[src/rtl/sdram_port_arbiter_if.sv]
// Bundle of requestor-side and SDRAM-controller-side signals around the port arbiter.
// The arbiter takes the slave modport; requestors and the controller take the master modport.
interface sdram_port_arbiter_if #(
  parameter int NCH = 3,
  parameter int AW  = 25,
  parameter int DW  = 8
);
  logic [NCH-1:0]    req;
  logic [NCH-1:0]    we;
  logic [NCH*AW-1:0] addr;
  logic [NCH*DW-1:0] din;
  logic [NCH-1:0]    excl;
  logic [NCH-1:0]    gnt;
  logic [NCH-1:0]    ack;
  logic [DW-1:0]     rdata;
  logic              mem_cs;
  logic              mem_we;
  logic [AW-1:0]     mem_addr;
  logic [DW-1:0]     mem_din;
  logic [DW-1:0]     mem_dout;

  modport slave (
    input  req, we, addr, din, excl, mem_dout,
    output gnt, ack, rdata, mem_cs, mem_we, mem_addr, mem_din
  );

  modport master (
    output req, we, addr, din, excl, mem_dout,
    input  gnt, ack, rdata, mem_cs, mem_we, mem_addr, mem_din
  );
endinterface

[src/rtl/sdram_port_arbiter.sv]
// Serialises NCH requestors onto the single SDRAM controller port, holding the winner's
// address/data/we for a fixed access window. Fixed-priority or round-robin arbitration.
module sdram_port_arbiter #(
  parameter int NCH           = 3,
  parameter int AW            = 25,
  parameter int DW            = 8,
  parameter int ACCESS_CYCLES = 4,
  parameter int RR_MODE       = 0
) (
  input  logic                  clk,
  input  logic                  reset,
  sdram_port_arbiter_if.slave   bus
);
  localparam int CW = $clog2(ACCESS_CYCLES + 1);
  localparam int PW = $clog2(NCH);

  localparam logic [1:0] ST_IDLE   = 2'd0;
  localparam logic [1:0] ST_ACCESS = 2'd1;
  localparam logic [1:0] ST_DONE   = 2'd2;

  logic [1:0]     state_q, state_d;
  logic [CW-1:0]  cnt_q, cnt_d;
  logic [NCH-1:0] gnt_q, gnt_d;
  logic [NCH-1:0] ack_q, ack_d;
  logic [DW-1:0]  rdata_q, rdata_d;
  logic           mem_cs_q, mem_cs_d;
  logic           mem_we_q, mem_we_d;
  logic [AW-1:0]  mem_addr_q, mem_addr_d;
  logic [DW-1:0]  mem_din_q, mem_din_d;
  logic [PW-1:0]  rr_ptr_q, rr_ptr_d;

  logic [AW-1:0]  addr_arr [NCH];
  logic [DW-1:0]  din_arr  [NCH];
  logic [NCH-1:0] elig;
  logic [PW-1:0]  win;
  logic           win_vld;
  logic [PW-1:0]  cand;

  genvar gi;
  generate
    for (gi = 0; gi < NCH; gi++) begin : g_unpack
      assign addr_arr[gi] = bus.addr[gi*AW +: AW];
      assign din_arr[gi]  = bus.din[gi*DW +: DW];
    end
  endgenerate

  // A nonzero exclusive mask restricts arbitration to the masked channels only.
  assign elig = bus.req & ((bus.excl != '0) ? bus.excl : {NCH{1'b1}});

  // Loops run from the far end so the preferred candidate is assigned last.
  always_comb begin
    win     = '0;
    win_vld = 1'b0;
    cand    = '0;
    if (RR_MODE == 0) begin
      for (int i = NCH - 1; i >= 0; i--) begin
        if (elig[i]) begin
          win     = PW'(i);
          win_vld = 1'b1;
        end
      end
    end else begin
      for (int k = NCH; k >= 1; k--) begin
        cand = PW'((int'(rr_ptr_q) + k) % NCH);
        if (elig[cand]) begin
          win     = cand;
          win_vld = 1'b1;
        end
      end
    end
  end

  always_comb begin
    state_d    = state_q;
    cnt_d      = cnt_q;
    gnt_d      = gnt_q;
    ack_d      = '0;
    rdata_d    = rdata_q;
    mem_cs_d   = mem_cs_q;
    mem_we_d   = mem_we_q;
    mem_addr_d = mem_addr_q;
    mem_din_d  = mem_din_q;
    rr_ptr_d   = rr_ptr_q;
    case (state_q)
      ST_IDLE: begin
        gnt_d = '0;
        if (win_vld) begin
          gnt_d      = NCH'(1) << win;
          mem_cs_d   = 1'b1;
          mem_we_d   = bus.we[win];
          mem_addr_d = addr_arr[win];
          mem_din_d  = din_arr[win];
          cnt_d      = CW'(ACCESS_CYCLES - 1);
          if (RR_MODE != 0) rr_ptr_d = win;
          state_d    = ST_ACCESS;
        end
      end
      ST_ACCESS: begin
        if (cnt_q == '0) begin
          if (!mem_we_q) rdata_d = bus.mem_dout;
          mem_cs_d = 1'b0;
          mem_we_d = 1'b0;
          ack_d    = gnt_q;
          state_d  = ST_DONE;
        end else begin
          cnt_d = cnt_q - CW'(1);
        end
      end
      ST_DONE: begin
        gnt_d   = '0;
        state_d = ST_IDLE;
      end
      default: begin
        gnt_d    = '0;
        mem_cs_d = 1'b0;
        mem_we_d = 1'b0;
        state_d  = ST_IDLE;
      end
    endcase
  end

  always_ff @(posedge clk or posedge reset) begin
    if (reset) begin
      state_q    <= ST_IDLE;
      cnt_q      <= '0;
      gnt_q      <= '0;
      ack_q      <= '0;
      rdata_q    <= '0;
      mem_cs_q   <= 1'b0;
      mem_we_q   <= 1'b0;
      mem_addr_q <= '0;
      mem_din_q  <= '0;
      rr_ptr_q   <= PW'(NCH - 1);
    end else begin
      state_q    <= state_d;
      cnt_q      <= cnt_d;
      gnt_q      <= gnt_d;
      ack_q      <= ack_d;
      rdata_q    <= rdata_d;
      mem_cs_q   <= mem_cs_d;
      mem_we_q   <= mem_we_d;
      mem_addr_q <= mem_addr_d;
      mem_din_q  <= mem_din_d;
      rr_ptr_q   <= rr_ptr_d;
    end
  end

  assign bus.gnt      = gnt_q;
  assign bus.ack      = ack_q;
  assign bus.rdata    = rdata_q;
  assign bus.mem_cs   = mem_cs_q;
  assign bus.mem_we   = mem_we_q;
  assign bus.mem_addr = mem_addr_q;
  assign bus.mem_din  = mem_din_q;
endmodule

[src/flat_wrapper.sv]
// flat-port wrapper written by rule: the top's interface ports become plain ports
module sdram_port_arbiter_flat 
#(
  parameter int NCH           = 3,
  parameter int AW            = 25,
  parameter int DW            = 8,
  parameter int ACCESS_CYCLES = 4,
  parameter int RR_MODE       = 0
)
  (clk, reset, bus_req, bus_we, bus_addr, bus_din, bus_excl, bus_mem_dout, bus_gnt, bus_ack, bus_rdata, bus_mem_cs, bus_mem_we, bus_mem_addr, bus_mem_din);
  sdram_port_arbiter_if #(.NCH(NCH), .AW(AW), .DW(DW)) bus_i ();
  input  logic clk;
  input  logic reset;
  input wire logic [$bits(bus_i.req)-1:0] bus_req;
  input wire logic [$bits(bus_i.we)-1:0] bus_we;
  input wire logic [$bits(bus_i.addr)-1:0] bus_addr;
  input wire logic [$bits(bus_i.din)-1:0] bus_din;
  input wire logic [$bits(bus_i.excl)-1:0] bus_excl;
  input wire logic [$bits(bus_i.mem_dout)-1:0] bus_mem_dout;
  output wire logic [$bits(bus_i.gnt)-1:0] bus_gnt;
  output wire logic [$bits(bus_i.ack)-1:0] bus_ack;
  output wire logic [$bits(bus_i.rdata)-1:0] bus_rdata;
  output wire logic [$bits(bus_i.mem_cs)-1:0] bus_mem_cs;
  output wire logic [$bits(bus_i.mem_we)-1:0] bus_mem_we;
  output wire logic [$bits(bus_i.mem_addr)-1:0] bus_mem_addr;
  output wire logic [$bits(bus_i.mem_din)-1:0] bus_mem_din;
  assign bus_i.req = bus_req;
  assign bus_i.we = bus_we;
  assign bus_i.addr = bus_addr;
  assign bus_i.din = bus_din;
  assign bus_i.excl = bus_excl;
  assign bus_i.mem_dout = bus_mem_dout;
  assign bus_gnt = bus_i.gnt;
  assign bus_ack = bus_i.ack;
  assign bus_rdata = bus_i.rdata;
  assign bus_mem_cs = bus_i.mem_cs;
  assign bus_mem_we = bus_i.mem_we;
  assign bus_mem_addr = bus_i.mem_addr;
  assign bus_mem_din = bus_i.mem_din;
  sdram_port_arbiter #(.NCH(NCH), .AW(AW), .DW(DW), .ACCESS_CYCLES(ACCESS_CYCLES), .RR_MODE(RR_MODE)) u_core (.clk(clk), .reset(reset), .bus(bus_i));
endmodule
[config.mk]
export PLATFORM = sky130hd
export DESIGN_NAME = sdram_port_arbiter_flat
export DESIGN_NICKNAME = d
export VERILOG_FILES = /design/src/rtl/sdram_port_arbiter_if.sv /design/src/rtl/sdram_port_arbiter.sv /design/src/flat_wrapper.sv
export SDC_FILE = /design/constraint.sdc
export NUM_CORES = 1
export LEC_CHECK = 0
export CAP_MARGIN = 20
export CORE_MARGIN = 1.5
export CORE_UTILIZATION = 58
export DETAILED_ROUTE_END_ITERATION = 16
export DONT_BUFFER_PORTS = 1
export PLACE_DENSITY = 0.83
export SLEW_MARGIN = 25
export SYNTH_ARGS = -nofsm -noshare
export SYNTH_HDL_FRONTEND = slang
export SYNTH_SLANG_ARGS = --single-unit
export TNS_END_PERCENT = 10
[constraint.sdc]
create_clock -name clk -period 1.7 [get_ports clk]
set_input_delay 0.34 -clock clk [delete_from_list [all_inputs] [get_ports clk]]
set_output_delay 0.34 -clock clk [all_outputs]
set_load 0.02 [all_outputs]
After elaboration in Yosys (flattened, before gate mapping)
Cells that the tools add are included.
W data, S select, Z words.
{"block": "word_totals", "ff_bits": 54, "input_bits": 118, "output_inout_bits": 49, "elab_cells": 61}
{"block": "classes", "add_sub_neg": 1, "n_lt_le_gt_ge": 2, "eq_ne": 5, "n_shift": 1, "muxes": 30, "bitwise_logic": 4, "reduce_logical": 9}
{"operator": "$bmux W25 S2", "count": 1}
{"operator": "$mux W25", "count": 2}
{"operator": "$mux W3", "count": 6}
{"operator": "$bmux W8 S2", "count": 1}
{"operator": "$mux W8", "count": 2}
{"operator": "$pmux W3 S2", "count": 2}
{"operator": "$mux W2", "count": 5}
{"operator": "$reduce_and A3 Y1", "count": 3}
{"operator": "$mux W1", "count": 7}
{"operator": "$pmux W1 S3", "count": 2}
{"operator": "$ne A2 B1 Y1 const B", "count": 2}
{"operator": "$pmux W2 S2", "count": 1}
{"operator": "$reduce_and A2 Y1", "count": 2}
{"operator": "$and A3 B3 Y3", "count": 1}
{"operator": "$ge A3 B3 Y1 const B", "count": 1}
{"operator": "$logic_not A3 Y1", "count": 1}
{"operator": "$lt A2 B3 Y1 const B", "count": 1}
{"operator": "$not A2 Y3", "count": 1}
{"operator": "$reduce_bool A3 Y1", "count": 1}
{"operator": "$shl A1 B2 Y3 const A", "count": 1}
{"operator": "$sub A3 B1 Y3 const B", "count": 1}
{"operator": "$bmux W1 S2", "count": 1}
{"operator": "$eq A2 B1 Y1 const B", "count": 1}
{"operator": "$eq A2 B2 Y1 const B", "count": 1}
{"operator": "4 further kinds", "count": 5}

Longest topological paths before layout
{"block": "depth", "word_depth": 10, "depth_mapped": 8, "mapped_depth_nobuf": 6}

Least setup slack after synthesis
OpenSTA, ideal clock, no wires.
{"block": "synth_timing", "kind": "register to register", "start": "register u_core.state_q[0]", "end": "register u_core.mem_addr_q[10], in the netlist u_core.bus.mem_addr[10]", "setup_ns": 0.092, "arrival_ns": 1.742, "slack_ns": -0.134, "path_stages_with_launch": 9, "n_path_buf": 4, "cell_sequence": "dfrtp_1 -> buf_6 -> or3b_1 -> o32a_1 -> buf_6 -> and2_4 -> buf_6 -> buf_6 -> o31ai_2"}
{"block": "synth_between", "elab_chain_len": 2}
{"element": "start, declared", "line": "sdram_port_arbiter.sv:21", "rtl": "logic [1:0] state_q, state_d;"}
{"element": "start signal, assigned", "line": "sdram_port_arbiter.sv:135", "rtl": "state_q <= state_d;"}
{"element": "$logic_not A2 Y1", "line": "sdram_port_arbiter.sv:84", "rtl": "case (state_q)"}
{"element": "$reduce_and A2 Y1 (no source line)"}
{"element": "end signal, assigned", "line": "sdram_port_arbiter.sv:142", "rtl": "mem_addr_q <= mem_addr_d;"}
{"element": "end, declared", "line": "sdram_port_arbiter.sv:28", "rtl": "logic [AW-1:0] mem_addr_q, mem_addr_d;"}
No other way between the ends.
A chain may end at the register's enable or synchronous reset.

Worst setup path in the final report
{"block": "layout_timing", "start": "register u_core.state_q[0]", "end": "register u_core.mem_addr_q[21], in the netlist u_core.bus.mem_addr[21]"}
The elaborated chain is that of the path after synthesis.

==> impl_metrics.ini <==
[status]
run_status = complete, no violations

[setup_path]
crit_end_category = flop
r2r-start = u_core.state_q[0]
setup.worst_path.class = reg2reg
worstPathArrival_ns = 1.91
timing.critical_path.slowest_stage_cell = dfrtp_1
cp_data_required_time_ns = 1.93
worstPathMaxFanout = 8
worst-path-buf-inv = 1
timing.critical_path.max_delay_family = simple AND/OR/NAND/NOR gates
worstPathCellList = or3b_1, o32a_1, and2_4, buf_4, o31ai_1
worstSetupStartpoint = u_core.state_q[0]
critical_path.startpoint_type = flop
max_stage_delay_ns = 0.42

[place]
post-dp-hpwl_um = 6500
globalplace.congestion = 0.924
placement.setup.worst_slack_ns = -0.0688
io_buffers = 0

[final_layout]
areaGrowthSynthToFinish_pct = 8.00
final.fill_count = 453
seqCellArea_mm2 = 0.00135
multi_input_comb_area_mm2 = 0.00166
drive_gt1_share_pct = 22.4
finish.net_count = 472
n_antenna_cell = 0

[clocking]
cts-buffers-inserted = 5
clockRootBuffer = clkbuf_8
clock_sink_count = 54
insertion_delay_ns = 0.31
cts.path.max_buffers = 2
tritoncts = yes
h-tree-depth = 2
clk_pin_slew_ns = 0.10

[timing]
finalWorstPathRequiredPeriod_ns = 1.68
max_slew_margin_pct = 65.7
fin_ws_ns = 0.0189
setup-violations-final = 0
timing.fmax_mhz = 595
final_sum_of_negative_setup_slack_ns = 0
final_skew_ns = 0.00764
worst_hold_check_slack_ns = 0.177
final_min_period_over_clock_period_pct = 98.9
slew_violations = 0
final_hold_vio_count = 0
worst_slew_pin_slew_ns = 0.508

[floorplan]
start_util_pct = 60.2
design.core.area_mm2 = 0.00551
floorplan.io_pins = 167
die_h_um = 78.6
die_area_mm2 = 0.00618
die_width_um = 78.6
row_count = 27

[synth]
ys_seq_area_share_pct = 40.7
synth_top_cell_by_area = dfrtp_1
netlist-cell-type-count = 38
ys.warnings.count = 0
syn-instance-count = 354
synthesis.nets = 474
postSynthRegisterBits = 54
synth.top_cells.by_area = dfrtp_1 (41%), a211oi_1 (15%), o31ai_2 (11%)
synth.cell_area_mm2 = 0.00332
post_synth.cell_area_avg_um2 = 9.37
synth_largest_type_area_fraction_pct = 40.7

[grt]
number_of_global_route_vias_before_repair = 2693
grt_first_pass_wirelength_um = 13400
grt_use_total_pct = 27.8
grt_max_degree = 37
antenna_violations_before_repair = 0
grt_overflow_total = 0

[drt]
via_count = 2788
drt_first_iter_violations = 163
detail_route.wirelength_um = 8540
detail_route.first_pass.iterations = 4
wl_per_cell_um = 20.1
via_per_inst = 6.56
drt.antenna.violating_nets = 0
drc = 0

[power_and_ir_drop]
switchingPower_mw = 2.66
combinationalPowerShare_pct = 35.9
power.switching_fraction_pct = 46.1
total_leakage_power_nw = 1.61
clock_power_share_pct = 12.6
seq_power_share_pct = 51.5
vdd_drop_max_v = 0.000819
power_density_mw_per_mm2 = 1610
p_int_mw = 3.11

[flow_run]
drv_cap = 0

[min_path]
min_from = bus_mem_dout[1]
worstHoldPathType = in2reg
metrics by stage:
step	instances	utilization, %	power (mW)	area [µm²]
floorplan	354	-	4.59	3330
global placement	415	62.9	4.91	3460
detailed placement	415	62.9	5.04	3460
CTS	424	64.7	5.76	3560
global route	425	65.1	6.12	3580
finish	425	65.1	5.77	3580
routing by layer:
layer	part of all wire (%)	track usage [%]	up-vias
met5	0	0	-
met2	51	47.4	175
met3	9.2	6.40	20
met1	37	33.5	1323
met4	2.5	11.6	0
li1	-	-	1270
layout make-up:
| cell class | count | share of cell area [%] |
|---|---|---|
| clock inverter | 3 | 0.594 |
| timing repair buffer | 26 | 6.92 |
| clock buffer | 5 | 1.92 |
| inverter | 38 | 3.98 |
| sequential | 54 | 37.7 |
| tap | 72 | 2.51 |
| multi-input combinational | 227 | 46.3 |
worst paths after layout:
check,to,slack (ns),cells past startpoint
setup reg to reg,u_core.bus.mem_addr[21],0.02,5
hold / removal,u_core.bus.rdata[1],0.18,1
max in group asynchronous,u_core.state_q[1],0.84,3
hold reg to reg,u_core.cnt_q[1],0.58,2
setup / recovery,u_core.bus.mem_addr[21],0.02,5
min in group asynchronous,u_core.bus.rdata[0],0.53,3
what timing repair did:
item                       4_1_cts  5_1_grt
hold endpoints to repair        34        0
buffers inserted                 0        1
gates resized for setup          0        2
hold buffers                     1        0
setup endpoints to repair        0        4
logic make-up after synthesis:
| kind of cell | share of synthesized area (%) |
|---|---|
| buffers and inverters | 10.0 |
| DFF | 40.7 |
| adders and majority gates | 0.754 |
| xor gates and xnor gates | 0.264 |
| muxes | 3.66 |
| AOI/OAI and AO/OA | 29.9 |
| and+or+nand+nor | 14.7 |
power groups by stage:
stage	clock network, mW	logic [mW]	registers, mW
2_1_floorplan	0	1.75	2.83
3_5_place_dp	0	2.05	3.00
4_1_cts	0.741	2.04	2.97
5_1_grt	0.786	2.30	3.03
6_report	0.727	2.07	2.97
3_3_place_gp	0	1.94	2.97
worst reg2reg max path, cell delays in order (launching register included):
cell,delay (ns)
dfrtp_1,0.42
or3b_1,0.38
o32a_1,0.22
and2_4,0.18
buf_4,0.17
o31ai_1,0.23
cells in the final DEF, fill, tap and decap left out, types with 4 or more instances in the layout:
| cell type | instances |
|---|---|
| a211oi_1 | 68 |
| dfrtp_1 | 54 |
| nor2_1 | 39 |
| inv_1 | 37 |
| nand3_1 | 35 |
| o31ai_2 | 29 |
| buf_4 | 21 |
| mux2_2 | 9 |
| nand2_1 | 7 |
| clkbuf_8 | 5 |
| nor2b_1 | 4 |
| and3_1 | 4 |
| o31ai_1 | 4 |
| buf_12 | 4 |
state kept, by name, indices dropped and copies added (netlist names):
| name | flops |
|---|---|
| u_core.bus.rdata | 8 |
| u_core.bus.gnt | 3 |
| u_core.bus.mem_we | 1 |
| u_core.bus.mem_cs | 1 |
| u_core.bus.mem_addr | 25 |
| u_core.bus.mem_din | 8 |
| u_core.bus.ack | 3 |
| u_core.state_q | 2 |
| u_core.cnt_q | 3 |
cell usage after synthesis (all sizes together):
library cell  instances
a211oi               68
dfrtp                54
nor2                 39
inv                  38
nand3                35
o31ai                33
clkbuf               20
buf                  15
mux2                  9
nand2                 7
and3                  4
nor2b                 4
and2                  3
o21ai                 3
a22oi                 2
ha                    2
mux2i                 2
nand2b                2
nor3                  2
nor4b                 2
a21o                  1
a21oi                 1
a22o                  1
a31oi                 1
o21ba                 1
o22ai                 1
o2bb2ai               1
o32a                  1
or3b                  1
xor2                  1
Note: power is estimated with default switching activity, not from simulation.
